<file path="src/rtl/jt49_mix_pkg.sv">
// Shared types and constants for the three-channel PSG mixer.
// The linear table uses 1.5 dB steps from full scale, and entry 0 is silent.
package jt49_mix_pkg;

    localparam int VOLW = 5;
    localparam int ACCW = 10;

    typedef enum logic [2:0] {
        ST_IDLE,
        ST_RD_A,
        ST_RD_B,
        ST_RD_C,
        ST_ADD_C,
        ST_SCALE
    } state_t;

    localparam logic [7:0] LIN_TBL [0:31] = '{
        8'd0,   8'd1,   8'd2,   8'd2,   8'd2,   8'd3,   8'd3,   8'd4,
        8'd5,   8'd6,   8'd7,   8'd8,   8'd10,  8'd11,  8'd14,  8'd16,
        8'd19,  8'd23,  8'd27,  8'd32,  8'd38,  8'd45,  8'd54,  8'd64,
        8'd76,  8'd90,  8'd108, 8'd128, 8'd152, 8'd181, 8'd215, 8'd255
    };

endpackage

</file>
<file path="src/rtl/jt49_mix_lut.sv">
// Registered log-to-linear ROM.
// Data appears one clock after the address is presented.
module jt49_mix_lut
    import jt49_mix_pkg::*;
(
    input  logic            clk,
    input  logic [VOLW-1:0] addr,
    output logic [7:0]      q
);

    logic [7:0] q_d;
    logic [7:0] q_q;

    always_comb begin
        q_d = LIN_TBL[addr];
    end

    always_ff @(posedge clk) begin
        q_q <= q_d;
    end

    assign q = q_q;

endmodule

</file>
<file path="src/rtl/jt49_mix3.sv">
// Time-multiplexed three-channel mixer feeding the DC-removal filter.
// One shared LUT is walked A, B, C, then the sum is scaled and saturated.
module jt49_mix3
    import jt49_mix_pkg::*;
#(
    parameter logic [3:0] GAIN = 4'd5
) (
    input  logic            clk,
    input  logic            rst,
    input  logic            cen,
    input  logic [VOLW-1:0] vol_a,
    input  logic [VOLW-1:0] vol_b,
    input  logic [VOLW-1:0] vol_c,
    input  logic [2:0]      ch_en,
    output logic [7:0]      dout,
    output logic            dout_stb,
    output logic            overrun
);

    state_t          state_q, state_d;
    logic [VOLW-1:0] va_q, va_d, vb_q, vb_d, vc_q, vc_d;
    logic [2:0]      en_q, en_d;
    logic [ACCW-1:0] acc_q, acc_d;
    logic [7:0]      dout_q, dout_d;
    logic            stb_q, stb_d;
    logic            ovr_q, ovr_d;

    logic [VOLW-1:0] lut_addr;
    logic [7:0]      lut_q;
    logic [7:0]      lin;
    logic [13:0]     prod;
    logic [9:0]      scaled;

    jt49_mix_lut u_lut (
        .clk  (clk),
        .addr (lut_addr),
        .q    (lut_q)
    );

    // The LUT output lags the address by one state, so the enable bit is chosen for the channel addressed one state earlier.
    always_comb begin
        lin = 8'd0;
        case (state_q)
            ST_RD_B:  lin = en_q[0] ? lut_q : 8'd0;
            ST_RD_C:  lin = en_q[1] ? lut_q : 8'd0;
            ST_ADD_C: lin = en_q[2] ? lut_q : 8'd0;
            default:  lin = 8'd0;
        endcase
    end

    always_comb begin
        prod   = 14'(acc_q) * 14'(GAIN);
        scaled = prod[13:4];
    end

    always_comb begin
        state_d  = state_q;
        va_d     = va_q;
        vb_d     = vb_q;
        vc_d     = vc_q;
        en_d     = en_q;
        acc_d    = acc_q;
        dout_d   = dout_q;
        stb_d    = 1'b0;
        ovr_d    = ovr_q;
        lut_addr = va_q;

        if (cen && state_q != ST_IDLE) ovr_d = 1'b1;

        case (state_q)
            ST_IDLE: begin
                if (cen) begin
                    va_d    = vol_a;
                    vb_d    = vol_b;
                    vc_d    = vol_c;
                    en_d    = ch_en;
                    state_d = ST_RD_A;
                end
            end
            ST_RD_A: begin
                lut_addr = va_q;
                acc_d    = '0;
                state_d  = ST_RD_B;
            end
            ST_RD_B: begin
                lut_addr = vb_q;
                acc_d    = acc_q + ACCW'(lin);
                state_d  = ST_RD_C;
            end
            ST_RD_C: begin
                lut_addr = vc_q;
                acc_d    = acc_q + ACCW'(lin);
                state_d  = ST_ADD_C;
            end
            ST_ADD_C: begin
                acc_d   = acc_q + ACCW'(lin);
                state_d = ST_SCALE;
            end
            ST_SCALE: begin
                dout_d  = (scaled > 10'd255) ? 8'hFF : scaled[7:0];
                stb_d   = 1'b1;
                state_d = ST_IDLE;
            end
            default: state_d = ST_IDLE;
        endcase
    end

    always_ff @(posedge clk) begin
        if (rst) begin
            state_q <= ST_IDLE;
            va_q    <= '0;
            vb_q    <= '0;
            vc_q    <= '0;
            en_q    <= '0;
            acc_q   <= '0;
            dout_q  <= '0;
            stb_q   <= 1'b0;
            ovr_q   <= 1'b0;
        end else begin
            state_q <= state_d;
            va_q    <= va_d;
            vb_q    <= vb_d;
            vc_q    <= vc_d;
            en_q    <= en_d;
            acc_q   <= acc_d;
            dout_q  <= dout_d;
            stb_q   <= stb_d;
            ovr_q   <= ovr_d;
        end
    end

    assign dout     = dout_q;
    assign dout_stb = stb_q;
    assign overrun  = ovr_q;

endmodule

</file>
<file path="config.mk">
export PLATFORM = sky130hd
export DESIGN_NAME = jt49_mix3
export DESIGN_NICKNAME = d
export VERILOG_FILES = /design/src/rtl/jt49_mix_pkg.sv /design/src/rtl/jt49_mix_lut.sv /design/src/rtl/jt49_mix3.sv
export SDC_FILE = /design/constraint.sdc
export NUM_CORES = 1
export LEC_CHECK = 0
export ABC_AREA = 1
export CAP_MARGIN = 10
export CORE_MARGIN = 2
export CORE_UTILIZATION = 52
export DETAILED_ROUTE_END_ITERATION = 10
export PLACE_DENSITY = 0.85
export REMOVE_ABC_BUFFERS = 1
export SLEW_MARGIN = 30
export SYNTH_ARGS = -nofsm -noshare
export SYNTH_HDL_FRONTEND = slang
export SYNTH_SLANG_ARGS = --single-unit
</file>
<file path="constraint.sdc">
create_clock -name clk -period 2.5 [get_ports clk]
set_clock_uncertainty 0.2 [all_clocks]
set_input_delay 0.25 -clock clk [delete_from_list [all_inputs] [get_ports clk]]
set_output_delay 0.25 -clock clk [all_outputs]
set_load 0.05 [all_outputs]
</file>
==> results.toml <==
[power_and_ir_drop]
total_power_mw = 1.98
max-vdd-ir-drop_uv = 379
combPwrFrac = 0.286
powerDensity_nw_per_um2 = 502
p_clk_frac = 0.258
p_int_mw = 1.28
pwr-share-seq = 0.456
cellLeakagePower_nw = 1.85
p_sw_mw = 0.698
swShare = 0.352

[yosys]
async_reset_ff_frac = 0
ys_ff_latch = 49
ys_seq_area_frac = 0.306
synth_top_area_share = 0.306
synth_top_flop_cell = "dfxtp_1"
avgSynthCellArea_sq_um = 6.67
synth_cells = 480
synth-edff-count = 0
synth_area_leader_cell = "dfxtp_1"
synth.top_cells.by_area = "dfxtp_1, nand2_1, ha_1"
yosys_warnings = 0
syn_area_sq_um = 3200
synth_cell_types = 35

[global_routing]
grt_first_pass_wirelength_um = 12600
grt_max_degree = 37
antenna_found_initial = 0
grt_usage = 0.234
grt_pass1_vias = 3069
grt_overflow_total = 0

[clock_network]
cts_tree = "done"
clockRootBuffer = "clkbuf_8"
clock_sinks = 49
cts.htree.levels = 2
insertion_delay_ps = 310
clock_path_buffers = 2
cts_made_buffers = 5
cts.reportedPaths.clkPinSlew_ps = 100

[min_path]
min_path_cells = 2
min_path_type = "reg -> reg"

[timing]
drv_slew = 0
hold_viol = 0
period_share = 0.991
setup_tns_ps = 0
setup-violations-final = 0
clock.fmax_mhz = 404
worstMarginPinSlew_ps = 653
period_minus_slack_ps = 2480
hold_ws_ps = 257
relSlewSlack = 0.564
rsz0062_at_grt = "yes"

[layout]
antenna_cells = 0
final_common_cell = "nand2_1"
final_cell_mix = "nand2_1, inv_1, nand3_1, dfxtp_1, nor2_1"
final_cells = 614
drive_gt1_frac = 0.145
nNetsFinal = 588
syn_to_final_growth_pct = 23.1
fin_area_sq_um = 3940

[drt]
met2_length_um = 3820
antenna_left = 0
wl_met3_um = 372
drc = 0
viasPerCell = 5.34
first_iter_violations = 241
vias = 3278
met1_length_um = 3140
routed_wl_um = 7560
top_layer_used = "met4"
first_pass_iters = 5
wl_per_cell_um = 12.3

[floorplanning]
chipWidth_um = 82.5
start_util = 0.541
fp-row-count = 28
pin_count = 31
core_area_sq_um = 5920
die_h_um = 82.5
die_area_sq_um = 6800

[setup_path]
cp_max_fo = 8
crit_arrival_ps = 2480
critPathSlowestCell = "dfxtp_4"
startpoint_type = "register"
critPathKind = "reg -> reg"
required_ps = 2510
crit_chain = "nor2_4, nand2_2, o22ai_2, a21oi_4, nor2_2, ha_2, inv_2, fa_2, inv_2, nand3_2, nand2_2, buf_4, buf_4, a21oi_1, o21ai_1, a21oi_1"
setup.worst_path.end_class = "register"
max_stage_delay_ps = 380
reg2reg_depth = 16

[placed_design]
postPlaceCellArea_sq_um = 3740
place.gp.congestion = 0.870
io_buffers = 30
dp_hpwl_um = 5530
dpl.cell_count = 602

[flow_run]
cap_violations = 0

[outcome]
outcome = "finished clean"
[metal layers]
metal  vias up  global-route usage
met1      1479               0.267
met2       107               0.431
li1       1670                   -
met5         -                   0
met4         0              0.0883
met3        22              0.0391
[synthesized netlist by cell type (3+ instances only)]
cell and count:
inv_2 4, nand3_1 47, o21a_1 5, nand4_1 7
inv_1 74, nor2_2 3, nand2_1 104, o21ai_0 30
dfxtp_1 49, ha_1 27, nor2_4 3, a21oi_1 41
clkbuf_1 5, nor2_1 48
[final cells by class]
type	count	area, sq um
Fill cell	493	1980
Multi-Input combinational cell	344	1940
Sequential cell	49	990
Timing Repair Buffer	60	526
Inverter	78	293
Tap cell	75	93.8
Clock buffer	5	68.8
Clock inverter	3	28.8
[state kept, by name, summed over array words and instances, names as in the netlist]
register,flops
acc_q,10
dout,8
u_lut.q,8
va_q,5
vb_q,5
vc_q,5
en_q,3
state_q,3
dout_stb,1
overrun,1
[through the flow]
step                       util  setup slack, ps
final                     0.666             23.2
after CTS                 0.655             9.97
after detailed placement  0.632             -173
after global routing      0.666            -77.1
after floorplan               -             -144
after global placement    0.632            -60.3
[critical path, delay by kind of cell (launching register included)]
kind | cells | cell delay [ps]
adder cells (fa/ha/maj) | 2 | 530
AO/OA/AOI/OAI | 5 | 520
AND/OR/NAND/NOR | 5 | 420
flip-flops | 1 | 380
buffers and inverters | 4 | 320
[cell families (layout without fill, tap and decap cells)]
group | Yosys count | count (layout) | synth area share
AO/OA/AOI/OAI | 85 | 85 | 0.143
XOR/XNOR | 3 | 3 | 0.00821
adder cells (fa/ha/maj) | 29 | 29 | 0.118
buffers and inverters | 87 | 146 | 0.106
flip-flops | 49 | 49 | 0.306
AND/OR/NAND/NOR | 227 | 227 | 0.318
[power by group through the flow]
stage | sequential, mW | combinational [mW] | clock, mW
detailed placement | 0.915 | 0.535 | 0
global route | 0.911 | 0.642 | 0.547
global placement | 0.911 | 0.519 | 0
finish | 0.903 | 0.567 | 0.510
CTS | 0.900 | 0.547 | 0.515
floorplan | 0.931 | 0.343 | 0
[path summary, 6_finish.rpt]
check             endpoint  slack (ps)       start
setup / recovery  acc_q[4]          20  state_q[0]
hold / removal     vb_q[3]         260     vb_q[3]
hold reg to reg    vb_q[3]         260     vb_q[3]
setup reg to reg  acc_q[4]          20  state_q[0]
[timing repair]
item,CTS,global route
pin swaps,3,4
setup buffers,1,3
endpoints found under the hold margin,0,0
gates resized for setup,9,17
hold buffers,0,0
setup endpoints to repair,7,9
Power figures use the tool's default switching activity.
